<file path="src/rtl/sram_arb_pkg.sv">
// sram_arb_pkg: shared types and constants for the SRAM port arbiter.
package sram_arb_pkg;
  localparam int STARVE_CNT_WIDTH = 4;
  typedef enum logic {OWNER_DATA, OWNER_FETCH} owner_t;
  typedef struct packed {
    logic   valid;
    owner_t owner;
  } rsp_tag_t;
endpackage

</file>
<file path="src/rtl/sram_arb_tag_pipe.sv">
// sram_arb_tag_pipe: DEPTH-deep shift register of response tags, cleared by rst_n.
module sram_arb_tag_pipe
  import sram_arb_pkg::*;
#(
  parameter int DEPTH = 1
) (
  input  logic     clk,
  input  logic     rst_n,
  input  rsp_tag_t tag_in,
  output rsp_tag_t tag_out
);
  rsp_tag_t [DEPTH-1:0] pipe_q, pipe_d;
  always_comb begin
    pipe_d = pipe_q;
    pipe_d[0] = tag_in;
    for (int k = 1; k < DEPTH; k++) pipe_d[k] = pipe_q[k-1];
  end
  always_ff @(posedge clk or negedge rst_n) begin
    if (!rst_n) pipe_q <= '0;
    else pipe_q <= pipe_d;
  end
  assign tag_out = pipe_q[DEPTH-1];
endmodule

</file>
<file path="src/rtl/sram_port_arbiter.sv">
// sram_port_arbiter: shares one SRAM port between the data port and fetch, data-first with starvation guard.
// Define SRAM_ARB_PERF_COUNTERS_EN to add the conflict_count/force_count ports.
module sram_port_arbiter
  import sram_arb_pkg::*;
#(
  parameter int ADDR_WIDTH   = 32,
  parameter int DATA_WIDTH   = 32,
  parameter int READ_LATENCY = 1,
  parameter int STARVE_LIMIT = 4
) (
  input  logic                    clk,
  input  logic                    rst_n,
  input  logic                    d_req_valid,
  output logic                    d_req_ready,
  input  logic [ADDR_WIDTH-1:0]   d_req_addr,
  input  logic                    d_req_we,
  input  logic [DATA_WIDTH/8-1:0] d_req_be,
  input  logic [DATA_WIDTH-1:0]   d_req_wdata,
  output logic                    d_rsp_valid,
  output logic [DATA_WIDTH-1:0]   d_rsp_rdata,
  input  logic                    i_req_valid,
  output logic                    i_req_ready,
  input  logic [ADDR_WIDTH-1:0]   i_req_addr,
  output logic                    i_rsp_valid,
  output logic [DATA_WIDTH-1:0]   i_rsp_rdata,
  output logic [ADDR_WIDTH-1:0]   mem_address,
  output logic                    mem_write_enable,
  output logic [DATA_WIDTH/8-1:0] mem_byte_enable,
  output logic [DATA_WIDTH-1:0]   mem_write_data,
`ifdef SRAM_ARB_PERF_COUNTERS_EN
  output logic [31:0]             conflict_count,
  output logic [31:0]             force_count,
`endif
  input  logic [DATA_WIDTH-1:0]   mem_read_data
);
  logic [STARVE_CNT_WIDTH-1:0] starve_cnt_q, starve_cnt_d;
  logic force_i, grant_i, grant_d;
  rsp_tag_t push_tag, tail_tag;
  always_comb begin
    force_i = starve_cnt_q == STARVE_CNT_WIDTH'(STARVE_LIMIT);
    grant_i = i_req_valid & (~d_req_valid | force_i);
    grant_d = d_req_valid & ~grant_i;
    d_req_ready = grant_d;
    i_req_ready = grant_i;
    mem_address = grant_i ? i_req_addr : grant_d ? d_req_addr : '0;
    mem_write_enable = grant_d & d_req_we;
    mem_byte_enable = grant_i ? '1 : grant_d ? d_req_be : '0;
    mem_write_data = grant_d ? d_req_wdata : '0;
    starve_cnt_d = (i_req_valid & ~grant_i)
                 ? (force_i ? starve_cnt_q : starve_cnt_q + STARVE_CNT_WIDTH'(1)) : '0;
    push_tag.valid = grant_i | (grant_d & ~d_req_we);
    push_tag.owner = grant_i ? OWNER_FETCH : OWNER_DATA;
  end
  always_ff @(posedge clk or negedge rst_n) begin
    if (!rst_n) starve_cnt_q <= '0;
    else starve_cnt_q <= starve_cnt_d;
  end
  sram_arb_tag_pipe #(.DEPTH(READ_LATENCY)) u_tag_pipe (
    .clk(clk),
    .rst_n(rst_n),
    .tag_in(push_tag),
    .tag_out(tail_tag)
  );
  assign d_rsp_valid = tail_tag.valid & (tail_tag.owner == OWNER_DATA);
  assign i_rsp_valid = tail_tag.valid & (tail_tag.owner == OWNER_FETCH);
  assign d_rsp_rdata = mem_read_data;
  assign i_rsp_rdata = mem_read_data;
`ifdef SRAM_ARB_PERF_COUNTERS_EN
  logic [31:0] conflict_count_q, conflict_count_d, force_count_q, force_count_d;
  always_comb begin
    conflict_count_d = conflict_count_q + 32'(d_req_valid & i_req_valid);
    force_count_d = force_count_q + 32'(grant_i & force_i & d_req_valid);
  end
  always_ff @(posedge clk or negedge rst_n) begin
    if (!rst_n) begin
      conflict_count_q <= '0;
      force_count_q <= '0;
    end else begin
      conflict_count_q <= conflict_count_d;
      force_count_q <= force_count_d;
    end
  end
  assign conflict_count = conflict_count_q;
  assign force_count = force_count_q;
`endif
endmodule

</file>
<file path="config.mk">
export PLATFORM = sky130hd
export DESIGN_NAME = sram_port_arbiter
export DESIGN_NICKNAME = d
export VERILOG_FILES = /design/src/rtl/sram_arb_pkg.sv /design/src/rtl/sram_arb_tag_pipe.sv /design/src/rtl/sram_port_arbiter.sv
export SDC_FILE = /design/constraint.sdc
export NUM_CORES = 1
export LEC_CHECK = 0
export ABC_CLOCK_PERIOD_IN_PS = 2600
export CORE_AREA = 3 3 105 107
export DETAILED_ROUTE_END_ITERATION = 7
export DIE_AREA = 0 0 108 110
export DONT_BUFFER_PORTS = 1
export HOLD_SLACK_MARGIN = 0.06
export PLACE_DENSITY = 0.31
export SYNTH_ARGS = -nofsm -noshare
export SYNTH_HDL_FRONTEND = slang
export SYNTH_SLANG_ARGS = --single-unit
</file>
<file path="constraint.sdc">
create_clock -name clk -period 2.6 [get_ports clk]
set_input_delay 0.78 -clock clk [delete_from_list [all_inputs] [get_ports clk]]
set_output_delay 0.78 -clock clk [all_outputs]
set_load 0.02 [all_outputs]
</file>
Yosys cells after proc, flatten, opt, wreduce, memory -nomap -nowiden
Index checks and enable logic that the tools add are counted.

Input bits: 137. Register bits after elaboration: 6. Logic and storage cells: 27. Output and inout port bits: 137.

Bitwise logic cells: 13. Equality and inequality tests: 2. Mux-type cells: 8. Add/sub/neg operators: 1.

Operator list (number): two-way mux 32 bit (3); two-way mux 4 bit (4); bitwise AND 1 bit (7); adder 4 x 1 -> 4 bit (second input constant) (1); == test 4 x 3 -> 1 bit (second input constant) (1); inverter 1 bit (4); inequality test 2 bit (second input constant) (1); bitwise OR 1 bit (2); two-way mux 1 bit (1).

Logic depth before layout (Yosys ltp)
Gate-level depths: netlist of the first run.

Word-level depth: 7. Mapped depth: 7.

Modules after synthesis
A second synthesis of the first run with hierarchy kept.

Cells, all modules: 170. Area total of the unflattened synthesis: 1395.1 sq um.

By module, submodules not included: sram_port_arbiter (sequential area each 100.1 sq um, times used 1, area an instance 1345.0 sq um, cells each 168); sram_arb_tag_pipe (sequential area each 50.0 sq um, times used 1, area an instance 50.0 sq um, cells each 2).

Least setup slack after synthesis of the first run
Ideal clock, no wire load.

Path kind: input-to-output. Start: input d_req_valid. End: output mem_write_data[21]. Stages on the path: 4. Setup slack: 0.065 ns. Path buffers: 2. Arrival: 1.755 ns. Cell sequence: buf_2 o21a_1 clkbuf_1 and2_1.

Longest elaborated chain between the ends: 6.

RTL lines: start: declaration (RTL line sram_port_arbiter.sv:13) `input logic d_req_valid,`; inverter 1 bit (RTL line sram_port_arbiter.sv:41) `grant_i = i_req_valid & (~d_req_valid | force_i);`; bitwise OR 1 bit (RTL line sram_port_arbiter.sv:41); bitwise AND 1 bit (RTL line sram_port_arbiter.sv:41); inverter 1 bit (RTL line sram_port_arbiter.sv:42) `grant_d = d_req_valid & ~grant_i;`; bitwise AND 1 bit * (RTL line sram_port_arbiter.sv:42); named net d_req_ready (RTL line sram_port_arbiter.sv:14) `output logic d_req_ready,`; two-way mux 32 bit * (RTL line sram_port_arbiter.sv:48) `mem_write_data = grant_d ? d_req_wdata : '0;`; end: declaration (RTL line sram_port_arbiter.sv:29) `output logic [DATA_WIDTH-1:0] mem_write_data,`.

The timed path passes the listed nets; every way through them passes the cells marked *.

Final worst setup path of the first run
Start: register starve_cnt_q[0]. End: output mem_address[4].

Longest elaborated chain between the ends: 7.

RTL lines: start: declaration (RTL line sram_port_arbiter.sv:36) `logic [STARVE_CNT_WIDTH-1:0] starve_cnt_q, starve_cnt_d;`; start signal: assignment (RTL line sram_port_arbiter.sv:56) `else starve_cnt_q <= starve_cnt_d;`; == test 4 x 3 -> 1 bit * (RTL line sram_port_arbiter.sv:40) `force_i = starve_cnt_q == STARVE_CNT_WIDTH'(STARVE_LIMIT);`; bitwise OR 1 bit * (RTL line sram_port_arbiter.sv:41); bitwise AND 1 bit * (RTL line sram_port_arbiter.sv:41); inverter 1 bit (RTL line sram_port_arbiter.sv:42); bitwise AND 1 bit (RTL line sram_port_arbiter.sv:42); two-way mux 32 bit (RTL line sram_port_arbiter.sv:45) `mem_address = grant_i ? i_req_addr : grant_d ? d_req_addr : '0;`; two-way mux 32 bit * (RTL line sram_port_arbiter.sv:45); end: declaration (RTL line sram_port_arbiter.sv:26) `output logic [ADDR_WIDTH-1:0] mem_address,`.

Mark *: on every way between the ends. The rest lies on a longest branch, timed or not.

==> key figures, run 1 <==
Logic synthesis
  – Synth Area in XOR/XNOR: 1.26%
  – Synth cell types: 19
  – Post-synthesis mux area share: 0%
  – Share of the synthesized area in the top cell type: 36.1%
  – Syn. warnings: 0
  – Synthesized flop and latch total: 6
  – Asr flop ratio synth: 100%
  – Number of synthesized flops with an enable pin: 0
  – Cell taking the most area after synthesis: buf_4
  – Post-Synthesis Cell Area: 1400 um^2
  – Post-synthesis sequential area ratio: 10.8%
  – Synth Area in Adders: 1.79%
  – Top-count cell post-synth: buf_4
  – Synth Area in Compound Gates: 24.4%
  – Simple-gate share of the synthesized area: 19.7%
  – Top post-synthesis cells by area: buf_4 36%, a22o_1 20%, and2_1 16%
  – Top cells by count, synth: 67 x buf_4, 35 x and2_1, 32 x a22o_1
  – Syn_nets: 309
  – Syn_area_per_cell: 8.21 um^2
  – Ys flop type: dfrtp_1
  – Mapped Cells: 170
  – Combinational family with the most area after synthesis: buffers and inverters

Clock network
  – Root Driver: clkbuf_8
  – Clock transition at path regs: 40 ps
  – CTS H-tree lvls: 1
  – Total CTS buffers: 3
  – Clock Tree Buf Depth: 2
  – Clock Latency Late Sink: 220 ps
  – Post-CTS Setup Inserts: 0
  – Hold Buf Count CTS: 0
  – Clock sink count: 6
  – CTS tree: done

Final layout
  – Fillers: 1181
  – Area delta synth->final: -19.6%
  – Storage cell area: 150 um^2
  – Layout cells sized above 1: 14.6%
  – Multi-input gate area: 681 um^2
  – Nets: 244
  – Finished Core Util: 11.0%

Run
  – Max-cap violation count: 0

Timing
  – Count of pins over their slew limit: 0
  – Post-layout min period: 2510 ps
  – Fin Hold WS: 253 ps
  – RSZ-0062 raised after global routing: false
  – Worst-Margin Slew: 414 ps
  – Setup_tns: 0 ps
  – Skew final: 2.10 ps
  – Final setup viols: 0
  – Crit share post-route: 96.7%
  – Max Freq: 398 MHz
  – Slew HR: 72.3%
  – Final hold vios: 0

Global routing
  – Largest net degree at the start of global routing: 44
  – First-pass GRT wire length: 4670 um
  – Remaining global-route overflow: 0
  – Number of global-route vias before repair: 823
  – Initial antenna violation count: 1
  – Total track usage: 5.35%

Floorplan
  – Total Die Area: 11900 um^2
  – I/O Pins: 274
  – Initial Utilization: 13.6%
  – Core Region: 10200 um^2
  – Die H: 110 um
  – # rows: 37
  – Die Wd: 108 um

Worst setup path
  – Max Fanout on Critical Path: 43
  – End point of the critical path: mem_address[4]
  – Reg-to-Reg Start: starve_cnt_q[0]
  – Critical path required time: 1820 ps
  – Crit-path cells: inv_2, ha_4, nand3b_4, o21a_2, buf_12, a22o_4, buf_4
  – Crit-path slowest cell: dfrtp_1
  – Critical Path End Type: output port
  – Crit path buf inv count: 3
  – Levels on crit path: 7
  – Cell family with most CP delay: compound AO/OA/AOI/OAI gates
  – RR Endpoint: u_tag_pipe.tag_out[0]
  – Kind of critical path: register to output port
  – Largest stage delay on the critical path: 390 ps
  – R2r setup slk: 1370 ps
  – Worst Setup Start Kind: register
  – Crit path launch: starve_cnt_q[0]
  – R2R depth: 5
  – Worst Path Arrival: 1730 ps

Placement
  – Routability Congestion: 0.613
  – # port buffers: 0
  – Detailed Place HPWL: 3440 um

Routing
  – Drt initial violations: 29
  – Total number of vias: 915
  – Metal-1 WL: 1410 um
  – WL per Instance: 16.8 um
  – Wirelength, routed: 4040 um
  – Final antenna-violating net count: 0
  – Met3 routed WL: 590 um
  – DRT Pass-1 Iters: 4
  – Vias/cell: 3.81
  – DR WL met2: 1830 um
  – DRC: 0
  – DR top layer: met4

Outcome
  – Status: finished clean

Power
  – P_leak: 0.487 nW
  – Max IR drop VDD: 102 uV
  – Power Dens Cells: 405 nW/um^2

Worst hold path
  – Hold WC Path Type: input pin to async pin
## kinds of logic after synthesis
group                      after synthesis
buffers and inverters                   79
and+or+nand+nor                         42
AOI/OAI and AO/OA                       39
DFF                                      6
xor gates and xnor gates                 2
adders and majority gates                2
## routing by layer
metal / track usage, % / vias to the layer above
li1: - / 380
met5: 0 / -
met3: 1.98 / 27
met1: 6.01 / 395
met2: 7.99 / 113
met4: 4.60 / 0
## area by class of cell
| class | instances | area share [%] |
|---|---|---|
| Antenna cell | 1 | 0.223 |
| Clock buffer | 3 | 3.68 |
| Inverter | 4 | 1.34 |
| Multi-Input combinational cell | 85 | 60.6 |
| Sequential cell | 6 | 13.4 |
| Tap cell | 136 | 15.2 |
| Timing Repair Buffer | 5 | 5.57 |
## cells in the final DEF (no fill, tap or decap), drive strengths merged
cell    Yosys  layout
and2       35      35
a22o       32      32
dfrtp       6       6
buf        73       5
a21o        4       4
and3        4       4
inv         4       4
clkbuf      2       3
ha          2       2
diode       0       1
nand3b      1       1
a21oi       1       1
o21a        1       1
o22ai       1       1
nor2b       1       1
xor2        1       1
nand3       1       1
xnor2       1       1
## power by group
group / switching, W / total (W) / internal [W] / leakage (nW)
clock network: 0.0000384 / 0.000138 / 0.0000993 / 0.0216
registers: 0.00000230 / 0.0000998 / 0.0000975 / 0.0797
logic: 0.000153 / 0.000217 / 0.0000637 / 0.386
## how the worst min path moves through the flow
stage,to,slack [ps],depth (start not counted)
after CTS,starve_cnt_q[1],250,0
after global placement,starve_cnt_q[0],480,0
after floorplan,starve_cnt_q[0],480,0
after global routing,starve_cnt_q[3],240,0
final,starve_cnt_q[1],250,0
after detailed placement,starve_cnt_q[1],480,0
## sequential cells by signal, summed over array words and instances (netlist names)
register / count
u_tag_pipe.tag_out: 2
starve_cnt_q: 4
## metrics by stage
| step | setup slack, ps | power (W) | std cells | instance area, um^2 |
|---|---|---|---|---|
| 2_1_floorplan | 65.1 | 0.000440 | 170 | 1400 |
| 3_3_place_gp | 150 | 0.000316 | 236 | 1060 |
| 3_5_place_dp | 146 | 0.000315 | 236 | 1060 |
| 4_1_cts | 0.704 | 0.000461 | 239 | 1110 |
| 5_1_grt | 8.83 | 0.000483 | 239 | 1120 |
| 6_report | 85.4 | 0.000454 | 240 | 1120 |
## what timing repair did
action | CTS | global route
pin swaps | 1 | 0
gates cloned | 0 | 0
gates resized for setup | 2 | 3
setup endpoints to repair | 2 | 8
(Power assumes the default switching activity.)
==> run 2, diff against run 1 <==
--- a/config.mk
+++ b/config.mk
@@ -5,7 +5,7 @@
 export SDC_FILE = /design/constraint.sdc
 export NUM_CORES = 1
 export LEC_CHECK = 0
-export ABC_CLOCK_PERIOD_IN_PS = 2600
+export ABC_CLOCK_PERIOD_IN_PS = 2400
 export CORE_AREA = 3 3 105 107
 export DETAILED_ROUTE_END_ITERATION = 7
 export DIE_AREA = 0 0 108 110
==> constraint.sdc (replaced) <==
create_clock -name clk -period 2.4 [get_ports clk]
set_input_delay 0.72 -clock clk [delete_from_list [all_inputs] [get_ports clk]]
set_output_delay 0.72 -clock clk [all_outputs]
set_load 0.02 [all_outputs]
==> run 2 against run 1 <==
  * Clock skew shrank 1.1 ps
  * Non-clock buffer count grew 12
  * Critical path depth shrank 1
  * Die area is the same
  * Utilization grew 4.3 points
  * Via count grew 7.1%
  * Largest power group unchanged
==> key figures, run 2 (synthesized netlist as in run 1, its figures left out) <==
Global routing
  – Remaining global-route overflow: 0 (unchanged)
  – Total track usage: 6.73% (+1.4 points)
  – First-pass GRT wire length: 5720 um (+22%)
  – Initial antenna violation count: 0 (-1)
  – Number of global-route vias before repair: 943 (+15%)
  – Largest net degree at the start of global routing: 41 (-6.8%)

Final layout
  – Area delta synth->final: 11.7%
  – Most frequent cells in the layout: 35 x and2_1, 31 x a22o_4, 8 x buf_4
  – Design area: 1560 um^2 (+39%)
  – Number of flip-flops under the largest register name: 4 (unchanged)
  – Nets: 256 (+4.9%)
  – Layout cells sized above 1: 50.4% (+36 points)
  – Top reg by flops: starve_cnt_q
  – # diodes: 0 (-1)
  – Commonest non-fill, non-tap cell in the layout: and2_1

Floorplan
  – Total Die Area: 11900 um^2 (unchanged)
  – I/O Pins: 274 (unchanged)
  – Die H: 110 um (unchanged)
  – Core Region: 10200 um^2 (unchanged)
  – # rows: 37 (unchanged)
  – Die Wd: 108 um (unchanged)
  – Initial Utilization: 13.6% (unchanged)

Power
  – Sw frac: 39.7% (-2.9 points)
  – Seq pwr share: 18.6% (-3.4 points)
  – Pint: 0.000349 W (+34%)
  – Final Total Pwr: 0.000579 W (+27%)
  – Clock power frac: 26.0% (-4.3 points)
  – Combinational share of power: 55.5% (+7.8 points)
  – Max IR drop VDD: 102 uV (+0.14%)
  – Power Dens Cells: 371 nW/um^2 (-8.2%)
  – P_leak: 0.690 nW (+42%)
  – P_sw: 0.000230 W (+19%)

Routing
  – DRT Pass-1 Iters: 4 (unchanged)
  – DRC: 0 (unchanged)
  – Drt initial violations: 40 (+38%)
  – Final antenna-violating net count: 0 (unchanged)
  – Wirelength, routed: 5020 um (+24%)
  – WL per Instance: 20.0 um (+19%)
  – Vias/cell: 3.90 (+2.4%)
  – Total number of vias: 980 (+7.1%)

Timing
  – Fin Hold WS: 193 ps (-60.1 ps)
  – Post-layout min period: 2350 ps
  – Skew final: 0.989 ps (-1.11 ps)
  – Max Freq: 425 MHz
  – Final setup viols: 0 (unchanged)
  – RSZ-0062 raised after global routing: true
  – Setup_tns: 0 ps (unchanged)
  – Final WS setup: 45.7 ps (-39.8 ps)
  – Count of pins over their slew limit: 0 (unchanged)
  – Final hold vios: 0 (unchanged)
  – Worst-Margin Slew: 429 ps (+14.9 ps)
  – Crit share post-route: 98.1%
  – Slew HR: 71.3% (-0.99 points)

Worst setup path
  – Largest stage delay on the critical path: 380 ps (about the same)
  – Max Fanout on Critical Path: 40 (-7.0%)
  – R2R depth: 8 (+3)
  – Critical path required time: 1680 ps (-140 ps)
  – Kind of critical path: register to output port
  – Crit-path slowest cell: dfrtp_1
  – Levels on crit path: 6 (-1)
  – Critical Path End Type: output port
  – Crit path buf inv count: 2 (-1)
  – Worst Path Arrival: 1630 ps (-100 ps)
  – Worst Setup Start Kind: register
  – Crit-path cells: inv_2, ha_4, nand3b_4, o21a_2, buf_12, a22o_4
  – Cell family with most CP delay: compound AO/OA/AOI/OAI gates

Outcome
  – Status: finished clean

Clock network
  – Clock Latency Late Sink: 220 ps (about the same)
  – CTS tree: done
  – CTS H-tree lvls: 1 (unchanged)
  – Total CTS buffers: 3 (unchanged)
  – Clock Tree Buf Depth: 2 (unchanged)
  – Clock transition at path regs: 40 ps (about the same)
  – Root Driver: clkbuf_8
  – Clock sink count: 6 (unchanged)

Placement
  – Placed cell area: 1080 um^2 (+1.9%)
  – Routability Congestion: 0.617 (+0.77%)
  – # port buffers: 0 (unchanged)
  – Worst slack, placed: 113 ps (-32.9 ps)
  – Detailed Place HPWL: 3730 um (+8.6%)

Run
  – Max-cap violation count: 0 (unchanged)

Worst hold path
  – Hold WC Path Type: input pin to async pin
==> run 2: per-layer routing <==
layer	part of all wire, %	up-vias	global-route usage (%)
li1	-	402	-
met4	3.5	0	3.79
met1	35	447	7.45
met5	0	-	0
met2	50	110	11.8
met3	12	21	1.69
==> run 2: per-stage QoR <==
stage	cells	utilization, %
5_1_grt	251	15.2
6_report	251	15.2
3_5_place_dp	237	10.5
4_1_cts	248	14.8
2_1_floorplan	170	-
3_3_place_gp	237	10.5
==> run 2: final timing paths <==
kind                                  from                     to  slack, ps
setup reg to reg           starve_cnt_q[1]  u_tag_pipe.tag_out[0]       1000
hold reg to reg            starve_cnt_q[0]        starve_cnt_q[0]        580
hold / removal                       rst_n        starve_cnt_q[3]        190
min in group clk           starve_cnt_q[0]        starve_cnt_q[0]        580
setup / recovery           starve_cnt_q[1]         mem_address[1]         50
max in group asynchronous            rst_n        starve_cnt_q[2]       2140
==> run 2: layout make-up <==
class	count	area, um^2
flip-flops and latches	6	150
well taps	136	170
fillers	1123	8670
multi-input cells	85	951
repair buffers	17	230
clock buffers	3	41.3
inverters	4	15.0
==> run 2: what timing repair did <==
item	4_1_cts	5_1_grt
hold buffers	0	0
gates cloned	2	0
gates resized for setup	44	5
pin swaps	1	9
buffers inserted	6	4
endpoints found under the hold margin	0	0
endpoints found under the setup margin	50	41
==> run 2: power groups by stage <==
stage          logic (W)  clock network (W)  registers (W)
2_1_floorplan   0.000368                  0       0.000108
4_1_cts         0.000316           0.000154       0.000107
3_5_place_dp    0.000235                  0       0.000109
6_report        0.000321           0.000150       0.000107
5_1_grt         0.000336           0.000160       0.000108
3_3_place_gp    0.000236                  0       0.000109
==> run 3, diff against run 2 <==
--- a/config.mk
+++ b/config.mk
@@ -5,7 +5,7 @@
 export SDC_FILE = /design/constraint.sdc
 export NUM_CORES = 1
 export LEC_CHECK = 0
-export ABC_CLOCK_PERIOD_IN_PS = 2400
+export ABC_CLOCK_PERIOD_IN_PS = 3060
 export CORE_AREA = 3 3 105 107
 export DETAILED_ROUTE_END_ITERATION = 7
 export DIE_AREA = 0 0 108 110
==> constraint.sdc (replaced) <==
create_clock -name clk -period 3.06 [get_ports clk]
set_input_delay 0.918 -clock clk [delete_from_list [all_inputs] [get_ports clk]]
set_output_delay 0.918 -clock clk [all_outputs]
set_load 0.02 [all_outputs]
==> run 3 against run 2 <==
  * Clock power fell by 22%
  * Combinational power decreased by 44%
  * Global-route usage is 1.4 points lower
  * Critical path depth is 1 higher
  * Utilization down 4.5 points
  * Final area decreased by 29%
  * Critical endpoint is now mem_address[4]
  * Sequential power decreased by 21%
==> key figures, run 3 (synthesized netlist as in run 1, its figures left out) <==
Final layout
  – Design area: 1100 um^2 (-29%)
  – Commonest non-fill, non-tap cell in the layout: and2_1
  – Top reg by flops: starve_cnt_q
  – Nets: 244 (-4.7%)
  – Area delta synth->final: -21.1%
  – Number of flip-flops under the largest register name: 4 (unchanged)
  – Layout cells sized above 1: 10.7% (-40 points)
  – Most frequent cells in the layout: 35 x and2_1, 32 x a22o_1, 6 x dfrtp_1

Worst setup path
  – Max Fanout on Critical Path: 43 (+7.5%)
  – Critical Path End Type: output port
  – Worst Path Arrival: 1780 ps (+150 ps)
  – Critical path required time: 2140 ps (+460 ps)
  – Worst Setup Start Kind: register
  – Kind of critical path: register to output port

Routing
  – Met3 routed WL: 572 um (-1.0%)
  – DRT Pass-1 Iters: 4 (unchanged)
  – Total number of vias: 918 (-6.3%)
  – Drt initial violations: 33 (-18%)
  – Vias/cell: 3.83 (-2.0%)
  – Final antenna-violating net count: 0 (unchanged)
  – DRC: 0 (unchanged)
  – DR WL met2: 1830 um (-28%)
  – Wirelength, routed: 3990 um (-21%)
  – WL per Instance: 16.6 um (-17%)
  – DR top layer: met4
  – Metal-1 WL: 1380 um (-21%)

Floorplan
  – # rows: 37 (unchanged)
  – Total Die Area: 11900 um^2 (unchanged)
  – Core Region: 10200 um^2 (unchanged)
  – I/O Pins: 274 (unchanged)
  – Die H: 110 um (unchanged)
  – Initial Utilization: 13.6% (unchanged)
  – Die Wd: 108 um (unchanged)

Placement
  – Placed cell area: 1060 um^2 (-1.9%)
  – Routability Congestion: 0.608 (-1.6%)
  – Detailed Place HPWL: 3450 um (-7.5%)
  – # port buffers: 0 (unchanged)

Power
  – Pint: 0.000219 W (-37%)
  – Combinational share of power: 47.2% (-8.3 points)
  – Clock power frac: 30.6% (+4.6 points)
  – Final Total Pwr: 0.000381 W (-34%)
  – Power Dens Cells: 346 nW/um^2 (-6.7%)
  – P_leak: 0.482 nW (-30%)
  – P_sw: 0.000162 W (-29%)
  – Seq pwr share: 22.2% (+3.6 points)
  – Max IR drop VDD: 88.3 uV (-13%)
  – Sw frac: 42.6% (+2.9 points)

Clock network
  – Clock transition at path regs: 30 ps (about the same)
  – Clock Latency Late Sink: 220 ps (about the same)
  – Clock sink count: 6 (unchanged)
  – Post-CTS Setup Inserts: 0 (-6)
  – Total CTS buffers: 3 (unchanged)
  – CTS H-tree lvls: 1 (unchanged)
  – Gates resized, CTS repair: 0 (-100%)
  – CTS tree: done
  – Hold Buf Count CTS: 0 (unchanged)
  – Root Driver: clkbuf_8
  – Clock Tree Buf Depth: 2 (unchanged)

Timing
  – Max Freq: 371 MHz
  – Count of pins over their slew limit: 0 (unchanged)
  – Worst-Margin Slew: 417 ps (-12.2 ps)
  – Skew final: 1.87 ps (+0.880 ps)
  – Final setup viols: 0 (unchanged)
  – Post-layout min period: 2700 ps
  – Fin Hold WS: 391 ps (+198 ps)
  – Slew HR: 72.1% (+0.81 points)
  – Setup_tns: 0 ps (unchanged)
  – Crit share post-route: 88.1%
  – RSZ-0062 raised after global routing: false
  – Final hold vios: 0 (unchanged)

Global routing
  – First-pass GRT wire length: 4650 um (-19%)
  – Remaining global-route overflow: 0 (unchanged)
  – Largest net degree at the start of global routing: 44 (+7.3%)
  – Total track usage: 5.28% (-1.4 points)
  – Initial antenna violation count: 1 (+1)
  – Number of global-route vias before repair: 819 (-13%)

Run
  – Max-cap violation count: 0 (unchanged)

Worst hold path
  – Hold WC Path Type: input pin to async pin

Outcome
  – Status: finished clean
-- run 3: critical path, cell delays in order (launching register included) --
cell and delay [ps]:
dfrtp_1 390, inv_1 80, ha_1 190, nand3b_4 110, o21a_2 240, buf_12 170, a22o_1 210, buf_4 160
-- run 3: power by group through the flow --
stage / Clock, W / Combinational [W] / Sequential, W
floorplan: 0 / 0.000289 / 0.0000850
global placement: 0 / 0.000183 / 0.0000857
detailed placement: 0 / 0.000182 / 0.0000857
CTS: 0.000122 / 0.000182 / 0.0000848
global route: 0.000124 / 0.000194 / 0.0000852
finish: 0.000117 / 0.000180 / 0.0000846
-- run 3: cell type report --
type,instances,area [um^2]
Fill cell,1180,9130
Multi-Input combinational cell,85,659
Tap cell,136,170
Sequential cell,6,150
Timing Repair Buffer,5,62.6
Clock buffer,3,41.3
Inverter,4,15.0
Antenna cell,1,2.50
-- run 3: worst paths after layout --
kind	startpoint	endpoint	slack [ps]	cells past startpoint
worst max-delay path	starve_cnt_q[0]	mem_address[4]	360	7
worst min-delay path	rst_n	starve_cnt_q[3]	390	0
worst max register to register	starve_cnt_q[0]	starve_cnt_q[1]	1780	5
worst min register to register	starve_cnt_q[0]	starve_cnt_q[0]	610	2
max in group asynchronous	rst_n	starve_cnt_q[1]	2600	0
min in group clk	starve_cnt_q[0]	starve_cnt_q[0]	610	2
-- run 3: metal layers --
layer | up-vias | track usage, %
met3 | 28 | 1.40
met5 | - | 0
met4 | 0 | 4.60
li1 | 379 | -
met1 | 398 | 6.09
met2 | 113 | 8.08
-- run 3: metrics by stage --
stage,util (%),instances,setup slack (ps)
detailed placement,10.3,236,356
global placement,10.3,236,376
CTS,10.7,239,332
finish,10.8,240,364
floorplan,-,170,249
global route,10.8,240,268
